--- config.mk ---
export PLATFORM = sky130hd
export DESIGN_NAME = lcd_write_scheduler
export DESIGN_NICKNAME = d
export VERILOG_FILES = /design/src/rtl/lcd_write_scheduler.sv
export SDC_FILE = /design/constraint.sdc
export NUM_CORES = 1
export LEC_CHECK = 0
export ABC_CLOCK_PERIOD_IN_PS = 2850
export BUFFER_PORTS_ARGS = -buffer_cell sky130_fd_sc_hd__buf_2
export CAP_MARGIN = 25
export CELL_PAD_IN_SITES_DETAIL_PLACEMENT = 0
export CELL_PAD_IN_SITES_GLOBAL_PLACEMENT = 1
export CORE_ASPECT_RATIO = 0.75
export CORE_UTILIZATION = 33
export CTS_BUF_LIST = sky130_fd_sc_hd__clkbuf_8
export CTS_CLUSTER_DIAMETER = 30
export CTS_CLUSTER_SIZE = 14
export DETAILED_ROUTE_END_ITERATION = 10
export HOLD_SLACK_MARGIN = 0.02
export PLACE_DENSITY = 0.68
export SYNTH_ARGS = -nofsm -noshare
export SYNTH_HDL_FRONTEND = slang
export SYNTH_SLANG_ARGS = --single-unit
export TNS_END_PERCENT = 10
--- constraint.sdc ---
create_clock -name CLK_50MHZ -period 2.85 [get_ports CLK_50MHZ]
set_input_delay 0.285 -clock CLK_50MHZ [delete_from_list [all_inputs] [get_ports CLK_50MHZ]]
set_output_delay 0.285 -clock CLK_50MHZ [all_outputs]
set_load 0.1 [all_outputs]
--- src/rtl/lcd_write_scheduler.sv ---
// Round-robin arbiter between two LCD display lines that writes the granted line's
// snapshotted digits into LCDI as a paced burst of single-character writes.
module lcd_write_scheduler #(
    parameter int NDIG  = 14,
    parameter int DW    = 6,
    parameter int BASE0 = 0,
    parameter int BASE1 = 16,
    parameter int GAP   = 0
) (
    input  logic                 CLK_50MHZ,
    input  logic                 RST,
    input  logic [1:0]           REQ,
    input  logic [NDIG*DW-1:0]   DIGITS0,
    input  logic [NDIG*DW-1:0]   DIGITS1,
    output logic [1:0]           DONE,
    output logic                 BUSY,
    output logic                 LCD_WE,
    output logic [7:0]           LCD_WRITE_ADDR,
    output logic [7:0]           LCD_WRITE_DATA
);

    typedef enum logic [1:0] {IDLE, WRITE, GAPW, FIN} schedState;

    localparam logic [4:0] lastIdx  = 5'(NDIG - 1);
    localparam logic [7:0] gapLoad  = 8'(GAP > 0 ? GAP - 1 : 0);
    localparam logic       gapOn    = (GAP > 0);
    localparam logic [7:0] base0    = 8'(BASE0);
    localparam logic [7:0] base1    = 8'(BASE1);

    schedState          state, stateNext;
    logic [NDIG*DW-1:0] snapshot, snapshotNext;
    logic               sel, selNext;
    logic               last, lastNext;
    logic [4:0]         idx, idxNext;
    logic [7:0]         addrPtr, addrPtrNext;
    logic [7:0]         gapCnt, gapCntNext;
    logic [1:0]         doneNext;
    logic               busyNext;
    logic               weNext;
    logic [7:0]         addrNext;
    logic [7:0]         dataNext;
    logic               grantLine;

    always_ff @(posedge CLK_50MHZ) begin
        if (RST) begin
            state          <= IDLE;
            snapshot       <= '0;
            sel            <= 1'b0;
            last           <= 1'b1;
            idx            <= '0;
            addrPtr        <= '0;
            gapCnt         <= '0;
            DONE           <= '0;
            BUSY           <= 1'b0;
            LCD_WE         <= 1'b0;
            LCD_WRITE_ADDR <= '0;
            LCD_WRITE_DATA <= '0;
        end else begin
            state          <= stateNext;
            snapshot       <= snapshotNext;
            sel            <= selNext;
            last           <= lastNext;
            idx            <= idxNext;
            addrPtr        <= addrPtrNext;
            gapCnt         <= gapCntNext;
            DONE           <= doneNext;
            BUSY           <= busyNext;
            LCD_WE         <= weNext;
            LCD_WRITE_ADDR <= addrNext;
            LCD_WRITE_DATA <= dataNext;
        end
    end

    always_comb begin
        stateNext    = state;
        snapshotNext = snapshot;
        selNext      = sel;
        lastNext     = last;
        idxNext      = idx;
        addrPtrNext  = addrPtr;
        gapCntNext   = gapCnt;
        doneNext     = '0;
        busyNext     = BUSY;
        weNext       = 1'b0;
        addrNext     = LCD_WRITE_ADDR;
        dataNext     = LCD_WRITE_DATA;
        grantLine    = (REQ == 2'b11) ? ~last : REQ[1];

        case (state)
            IDLE: begin
                if (|REQ) begin
                    selNext      = grantLine;
                    snapshotNext = grantLine ? DIGITS1 : DIGITS0;
                    addrPtrNext  = grantLine ? base1 : base0;
                    idxNext      = '0;
                    busyNext     = 1'b1;
                    stateNext    = WRITE;
                end
            end
            WRITE: begin
                // Snapshot shifts left each write so the next character is always the top field.
                weNext       = 1'b1;
                addrNext     = addrPtr;
                dataNext     = 8'(snapshot[NDIG*DW-1 -: DW]);
                snapshotNext = snapshot << DW;
                addrPtrNext  = addrPtr + 8'd1;
                idxNext      = idx + 5'd1;
                if (idx == lastIdx) begin
                    stateNext = FIN;
                end else if (gapOn) begin
                    stateNext  = GAPW;
                    gapCntNext = gapLoad;
                end
            end
            GAPW: begin
                if (gapCnt == 8'd0) begin
                    stateNext = WRITE;
                end else begin
                    gapCntNext = gapCnt - 8'd1;
                end
            end
            FIN: begin
                // FIN spans two edges; DONE being high marks the second one.
                if (DONE == 2'b00) begin
                    doneNext = sel ? 2'b10 : 2'b01;
                end else begin
                    busyNext  = 1'b0;
                    lastNext  = sel;
                    stateNext = IDLE;
                end
            end
            default: stateNext = IDLE;
        endcase
    end

endmodule

== Word level (Yosys, flattened, before mapping) ==
Index checks and enable logic that the tools add are counted.
Storage, ports and cells
  output and inout bits: 20
  register bits after elaboration: 127
  input port bits: 172
Cells by class
  mux-type cells: 19
  bitwise gates (word level): 4
  $add $sub $neg: 3
  equal/unequal tests: 9
  reduce and logical (&&, ||, !) cells: 13
Operator list (count)
  84-bit 2-to-1 mux: 2
  84-bit one-hot mux with 2 select lines: 1
  8-bit one-hot mux with 2 select lines: 1
  2-bit 2-to-1 mux: 5
  5-bit 2-to-1 mux: 2
  5-bit one-hot mux with 2 select lines: 1
  8-bit by 1-bit adder with 8-bit output, second input constant: 1
  8-bit zero test: 1
  8-bit 2-to-1 mux: 1
  2-bit != test, second input constant: 4
  2-bit one-hot mux with 4 select lines: 1
  2-bit AND reduction: 4
  8-bit by 1-bit subtractor with 8-bit output, second input constant: 1
  2-bit equality test, second input constant: 3
  5-bit by 1-bit adder with 5-bit output, second input constant: 1
  5-bit by 4-bit equality test with 1-bit output, second input constant: 1
  2-bit zero test: 2
  1-bit 2-to-1 mux: 4
  1-bit inverter: 4
  4-bit AND reduction: 1
  2-bit nonzero test: 2
  3-bit AND reduction: 1
  3-bit OR reduction: 1
  2-bit by 1-bit equality test with 1-bit output, second input constant: 1
  other kinds (2): 2

== Longest topological paths before layout ==
Gate-level depths: netlist of the first run.
  depth after elaboration: 5
  mapped depth: 9
  depth with buffers taken out: 6

== Worst setup path before layout of the first run ==
Ideal clock, no wire load.
  kind: reg-to-reg
  start point: reg state[0]
  end point: reg snapshot[32]
  stages on the path, launching flop included: 10
  path buffers: 3
  slack: 0.719 ns
  arrival: 2.003 ns
  path through: dfxtp_1 -> inv_1 -> ha_1 -> buf_2 -> or3b_2 -> and2_1 -> buf_2 -> buf_2 -> a222oi_1 -> nor2_1
On the way
  cells in the longest elaborated chain, start to end: 3
  elaborated cells between the ends (all ways): 6
RTL lines
  start, declared: RTL line 30  | schedState state, stateNext;
  start signal, assigned: RTL line 59  | state <= stateNext;
  2-bit by 1-bit equality test with 1-bit output or 2-bit zero test (tied branches): RTL line 89  | case (state)
  2-bit nonzero test (no source line) or 2-bit != test (tied branches)
  2-bit AND reduction (no source line)
  end signal, assigned: RTL line 60  | snapshot <= snapshotNext;
  end, declared: RTL line 31  | logic [NDIG*DW-1:0] snapshot, snapshotNext;
Several ways; a longest one is shown, not always the timed one.
A chain may end at the register's enable or synchronous reset.

== Final worst setup path of the first run ==
  start point: reg state[0]
  end point: reg snapshot[28]
The elaborated chain is that of the path after synthesis.

==> results of run 1 <==
-- routing by layer --
metal / vias to the layer above / wire length, microns / share of wire
met5: - / 0 / 0
met4: 0 / 136 / 0.0088
met3: 9 / 721 / 0.046
met2: 128 / 6700 / 0.43
met1: 2467 / 7980 / 0.51
li1: 2807 / - / -
-- logic make-up after synthesis --
group                    after synthesis
AND/OR/NAND/NOR                      215
AO/OA/AOI/OAI                        153
flip-flops                           127
multiplexers                         102
buffers and inverters                 67
XOR/XNOR                              13
adder cells (fa/ha/maj)                9
other                                  1
-- Yosys cell counts, types with 2 or more instances --
cell and number:
buf_2 14, xor2_1 2, or3_1 3, or3b_2 2
nor3_1 5, nand3_1 4, buf_1 2, a22oi_1 10
dfxtp_1 127, and2_1 2, nand2b_1 48, mux2i_1 17
inv_1 7, nand2_1 54, nor2_1 79, buf_4 2
a21oi_1 51, o211ai_1 47, nor3b_1 3, a222oi_1 32
o21ai_0 3, clkbuf_1 42, a211oi_1 5, nor4_1 5
ha_1 9, xnor2_1 11, mux2_2 85, nor2b_1 2
-- how the worst max path moves through the flow --
stage,endpoint,from,slack [ns]
after floorplan,snapshot[32],state[0],0.72
after global placement,snapshot[14],state[1],0.44
after detailed placement,snapshot[9],state[1],0.42
after CTS,snapshot[28],state[0],0.40
after global routing,snapshot[19],state[0],0.19
final,snapshot[28],state[0],0.40
-- critical path, delay by kind of cell (launching register included) --
kind / cells / cell delay [ns]
fa+ha+maj: 1 / 0.34
compound gates: 1 / 0.38
flops: 1 / 0.36
simple gates: 3 / 0.86
buf+inv: 2 / 0.37
-- power by group --
| group | internal [uW] | switching, uW | total, uW |
|---|---|---|---|
| sequential | 1970 | 106 | 2080 |
| combinational | 536 | 697 | 1230 |
| clock | 978 | 723 | 1700 |
-- cells in the final DEF (no fill, tap or decap), drive strengths merged, types with 2 or more instances in the layout --
master    n
inv       8
a22oi    10
mux2i    17
nor3      5
clkbuf   22
o21ai     4
and2      2
nor3b     4
nor2     79
nand3     4
o211ai   47
nand2    54
dfxtp   127
conb      2
nor4      5
or3       4
xnor2    11
nor2b     2
clkinv    5
ha        9
a21oi    51
a222oi   32
or3b      2
mux2     85
bufinv    3
buf     200
a211oi    5
nand2b   48
xor2      2
-- per-stage QoR --
stage	hold slack [ns]	instances	setup WS, ns
floorplan	0.431	688	0.719
global placement	0.440	1074	0.442
detailed placement	0.442	1075	0.421
CTS	0.183	1107	0.400
global route	0.184	1107	0.185
finish	0.207	1107	0.396
-- registers in the layout, indices dropped and copies added (netlist names) --
name,cells
snapshot,84
LCD_WRITE_ADDR,8
addrPtr,8
gapCnt,8
LCD_WRITE_DATA,6
idx,5
DONE,2
state,2
BUSY,1
LCD_WE,1
last,1
sel,1
-- area by class of cell --
cell class | instances | area, sq um | area share
Sequential cell | 127 | 2540 | 0.320
Clock buffer | 22 | 303 | 0.0382
Tap cell | 247 | 309 | 0.0389
Multi-Input combinational cell | 494 | 3540 | 0.446
Inverter | 7 | 26.3 | 0.00331
Clock inverter | 10 | 134 | 0.0169
Timing Repair Buffer | 200 | 1080 | 0.136
==> flow_metrics.env, run 1 <==
export IMPL_cts_setup_buffers=0
export IMPL_track_usage=0.159
export IMPL_fin_skew_ns=0.0119
export IMPL_antenna_found_initial=0
export IMPL_fin_crit_ns=2.45
export IMPL_drt_iter0_markers=372
export IMPL_grt_pass1_wl_mm=24.7
export IMPL_ioPinCount=192
export IMPL_rows=43
export IMPL_fill_cells=1898
export IMPL_initial_core_util=0.339
export IMPL_gp_congestion=0.738
export IMPL_die_h_microns=122
export IMPL_met3_usage=0.0398
export IMPL_final_layout_size_suffix_gt1_frac=0.381
export IMPL_synth_top_family_by_area="multiplexers"
export IMPL_final_period_utilization=0.861
export IMPL_power_uw=5010
export IMPL_cap_violations=0
export IMPL_worst_r2r_endpoint="snapshot[28]"
export IMPL_worst_setup_path_start_kind="flip-flop"
export IMPL_synth_compound_area_frac=0.175
export IMPL_cts_tree="yes"
export IMPL_final_setup_tns_ns=0
export IMPL_finalMaxSlewViolations=0
export IMPL_fmax_ghz=0.407
export IMPL_setup_viol=0
export IMPL_maxSlewHeadroom=0.441
export IMPL_synth_edf_count=0
export IMPL_yosys_area_share_simple=0.163
export IMPL_firstDrtPassIters=6
export IMPL_wl_per_cell_microns=14.0
export IMPL_cts_sinks=127
export IMPL_yosysUniqueCellTypes=42
export IMPL_endpoint_kind="flip-flop"
export IMPL_worstHoldStart="RST"
export IMPL_syn_area_sq_um=6310
export IMPL_cts_made_buffers=17
export IMPL_grt_pass1_vias=4896
export IMPL_synth_fa_ha_area_frac=0.0178
export IMPL_r2r_setup_slack_ns=0.40
export IMPL_final_util=0.426
export IMPL_worst_endpoint_required_ns=3.16
export IMPL_cts_hold_buf=0
export IMPL_r2r_start="state[0]"
export IMPL_yosysSeqAreaShare=0.403
export IMPL_coreArea_sq_um=18600
export IMPL_wirelength_mm=15.5
export IMPL_synth_area_top_cells="dfxtp_1, mux2_2, o211ai_1"
export IMPL_leakage_uw=0.00320
export IMPL_worstMarginPinSlew_ns=0.839
export IMPL_synth_mux_area_frac=0.179
export IMPL_drc=0
export IMPL_fp_dieW_microns=162
export IMPL_crit_fanout=32
export IMPL_grt_util_met1=0.227
export IMPL_dp_hpwl_mm=10.5
export IMPL_grt_overflow=0
export IMPL_syn_instance_count=687
export IMPL_path_cells="inv_1 -> ha_1 -> or3b_2 -> and2_1 -> buf_4 -> a222oi_1 -> nor2_1"
export IMPL_placed_cell_area_sq_um=7500
export IMPL_clock_latency_ns=0.44
export IMPL_holdPathEnd="LCD_WRITE_ADDR[7]"
export IMPL_hold_path_class="in -> reg"
export IMPL_vias_per_cell=4.89
export IMPL_ys_flop_type="dfxtp_1"
export IMPL_port_buffers=189
export IMPL_cp_slowest_cell="or3b_2"
export IMPL_r2r_cells=7
export IMPL_ys_warn_count=0
export IMPL_insertedDiodeCount=0
export IMPL_fin_area_sq_um=7940
export IMPL_slowest_delay_ns=0.55
export IMPL_cts_max_level=4
export IMPL_peakVddDrop_v=0.000280
export IMPL_use_met2=0.235
export IMPL_synth_avg_cell_area_sq_um=9.19
export IMPL_vias=5411
export IMPL_cts_buffer_depth=2
export IMPL_top_usage_layer="met2"
export IMPL_cts_resized=0
export IMPL_outcome="finished clean"
export IMPL_nNetsFinal=1028
export IMPL_worstPathArrival_ns=2.76
export IMPL_path_class="reg -> reg"
export IMPL_rsz0062_at_grt="false"
export IMPL_ys_async_sr_fraction=0
export IMPL_synthToLayoutAreaGrowth_pct=25.7
export IMPL_pwr_density_cell_nw_per_um2=632
export IMPL_path_clk_slew_ns=0.07
export IMPL_hold_viol_final=0
export IMPL_ys_ff_latch=127
export IMPL_antenna_left=0
export IMPL_synth_xor_area_frac=0.0180
export IMPL_synth_top_area_share=0.403
export IMPL_hold_depth=2
export IMPL_dieArea_sq_um=19700
export IMPL_synth_top_area_cell="dfxtp_1"
export IMPL_clockRootBuffer="clkbuf_8"
export IMPL_grt_max_degree=77
No activity file was read; power rests on OpenSTA's default activity.
==> run 2, diff against run 1 <==
Settings changed: SETUP_SLACK_MARGIN set to 0.4.
==> run 2 against run 1 <==
Design area grew 0.27%. Clock power is essentially flat. Via count grew 0.26%. Critical endpoint unchanged. Critical path type unchanged. Sequential share of layout area shrank 0.086 points. Fmax grew 7.4%. Clock skew shrank 0.0014 ns. Cell count is the same.
==> flow_metrics.env, run 2 (synthesis results as in run 1) <==
export IMPL_outcome="finished clean"
export IMPL_track_usage=0.159
export IMPL_drc=0
export IMPL_ioPinCount=192
export IMPL_grt_max_degree=77
export IMPL_path_cells="inv_1 -> ha_4 -> or3b_2 -> and2_2 -> buf_6 -> a222oi_1 -> nor2_1"
export IMPL_seq_area_sq_um=2540
export IMPL_fmax_ghz=0.438
export IMPL_path_clk_slew_ns=0.07
export IMPL_gp_congestion=0.738
export IMPL_vias=5425
export IMPL_slowest_delay_ns=0.53
export IMPL_cap_violations=0
export IMPL_hold_viol_final=0
export IMPL_wirelength_mm=15.5
export IMPL_crit_fanout=32
export IMPL_hold_path_class="in -> reg"
export IMPL_largest_reg_flops=84
export IMPL_pwr_share_comb=0.247
export IMPL_firstDrtPassIters=6
export IMPL_cp_slowest_cell="or3b_2"
export IMPL_final_period_utilization=0.802
export IMPL_path_class="reg -> reg"
export IMPL_cts_made_buffers=17
export IMPL_clkPwrFrac=0.338
export IMPL_cts_buffer_depth=2
export IMPL_grt_pass1_wl_mm=24.7
export IMPL_fin_crit_ns=2.28
export IMPL_clock_latency_ns=0.43
export IMPL_worstPathArrival_ns=2.59
export IMPL_initial_core_util=0.339
export IMPL_drt_iter0_markers=410
export IMPL_cts_tree="yes"
export IMPL_layout_common_cells="buf_2, dfxtp_1, mux2_2"
export IMPL_worst_endpoint_required_ns=3.16
export IMPL_antenna_left=0
export IMPL_nNetsFinal=1028
export IMPL_wl_per_cell_microns=14.0
export IMPL_fill_cells=1895
export IMPL_multiInputGateArea_sq_um=3550
export IMPL_antenna_found_initial=0
export IMPL_cts_hold_buf=0
export IMPL_worstMarginPinSlew_ns=0.721
export IMPL_final_layout_size_suffix_gt1_frac=0.384
export IMPL_grt_overflow=0
export IMPL_finalMaxSlewViolations=0
export IMPL_insertedDiodeCount=0
export IMPL_seqPwrFrac=0.414
export IMPL_final_common_cell="buf_2"
export IMPL_rows=43
export IMPL_leakage_uw=0.00320
export IMPL_p_int_uw=3490
export IMPL_final_util=0.427
export IMPL_maxSlewHeadroom=0.517
export IMPL_peakVddDrop_v=0.000280
export IMPL_port_buffers=189
export IMPL_cts_max_level=4
export IMPL_power_switching_uw=1530
export IMPL_top_register="snapshot"
export IMPL_worst_setup_path_start_kind="flip-flop"
export IMPL_clockRootBuffer="clkbuf_8"
export IMPL_pwr_density_cell_nw_per_um2=631
export IMPL_dp_hpwl_mm=10.5
export IMPL_cpLargestDelayFamily="simple AND/OR/NAND/NOR gates"
export IMPL_dieArea_sq_um=19700
export IMPL_synthToLayoutAreaGrowth_pct=26.1
export IMPL_setup_viol=0
export IMPL_die_h_microns=122
export IMPL_grt_pass1_vias=4896
export IMPL_final_setup_tns_ns=0
export IMPL_vias_per_cell=4.90
export IMPL_endpoint_kind="flip-flop"
export IMPL_coreArea_sq_um=18600
export IMPL_p_sw_frac=0.304
export IMPL_fp_dieW_microns=162
export IMPL_fin_skew_ns=0.0105
export IMPL_cp_num_buf_inv=2
export IMPL_rsz0062_at_grt="false"
export IMPL_cts_sinks=127
-- run 2: power groups by stage --
stage	sequential, uW	clock [uW]	combinational, uW
final	2080	1700	1240
after global routing	2100	1830	1370
after CTS	2080	1750	1250
after detailed placement	2120	0	1250
after global placement	2120	0	1230
after floorplan	2180	0	828
-- run 2: worst paths after layout --
kind	from	to	slack [ns]	depth (start not counted)
min reg2reg	snapshot[74]	snapshot[74]	0.45	2
min	RST	LCD_WRITE_ADDR[7]	0.21	2
max	state[0]	snapshot[28]	0.57	7
max reg2reg	state[0]	snapshot[28]	0.57	7
-- run 2: per-layer routing --
layer,GRT usage,vias up,part of all wire
met2,0.235,133,0.43
li1,-,2807,-
met3,0.0398,10,0.044
met4,0.0425,0,0.0088
met5,0,-,0
met1,0.227,2475,0.51
-- run 2: worst register-to-register path, cell delays in order (launching register included) --
cell and delay, ns:
dfxtp_1 0.36, inv_1 0.15, ha_4 0.21, or3b_2 0.53
and2_2 0.26, buf_6 0.19, a222oi_1 0.38, nor2_1 0.07
-- run 2: layout make-up --
class,instances,share of cell area
well taps,247,0.0388
clock buffers,22,0.0381
repair buffers,200,0.137
flip-flops and latches,127,0.320
inverters,7,0.00330
clock inverters,10,0.0168
multi-input cells,494,0.447
-- run 2: timing repair --
item	in CTS	in global routing
endpoints found under the setup margin	1	33
pin swaps	0	1
gates resized for setup	1	4
buffers inserted	0	0
-- run 2: stage by stage --
| step | std cells | setup WS [ns] | area, sq um | hold WS [ns] | power [uW] |
|---|---|---|---|---|---|
| after floorplan | 688 | 0.719 | 6310 | 0.431 | 3000 |
| after global placement | 1074 | 0.442 | 7480 | 0.440 | 3350 |
| after detailed placement | 1075 | 0.421 | 7500 | 0.442 | 3370 |
| after CTS | 1107 | 0.470 | 7940 | 0.183 | 5090 |
| after global routing | 1107 | 0.412 | 7960 | 0.184 | 5310 |
| final | 1107 | 0.566 | 7960 | 0.210 | 5020 |
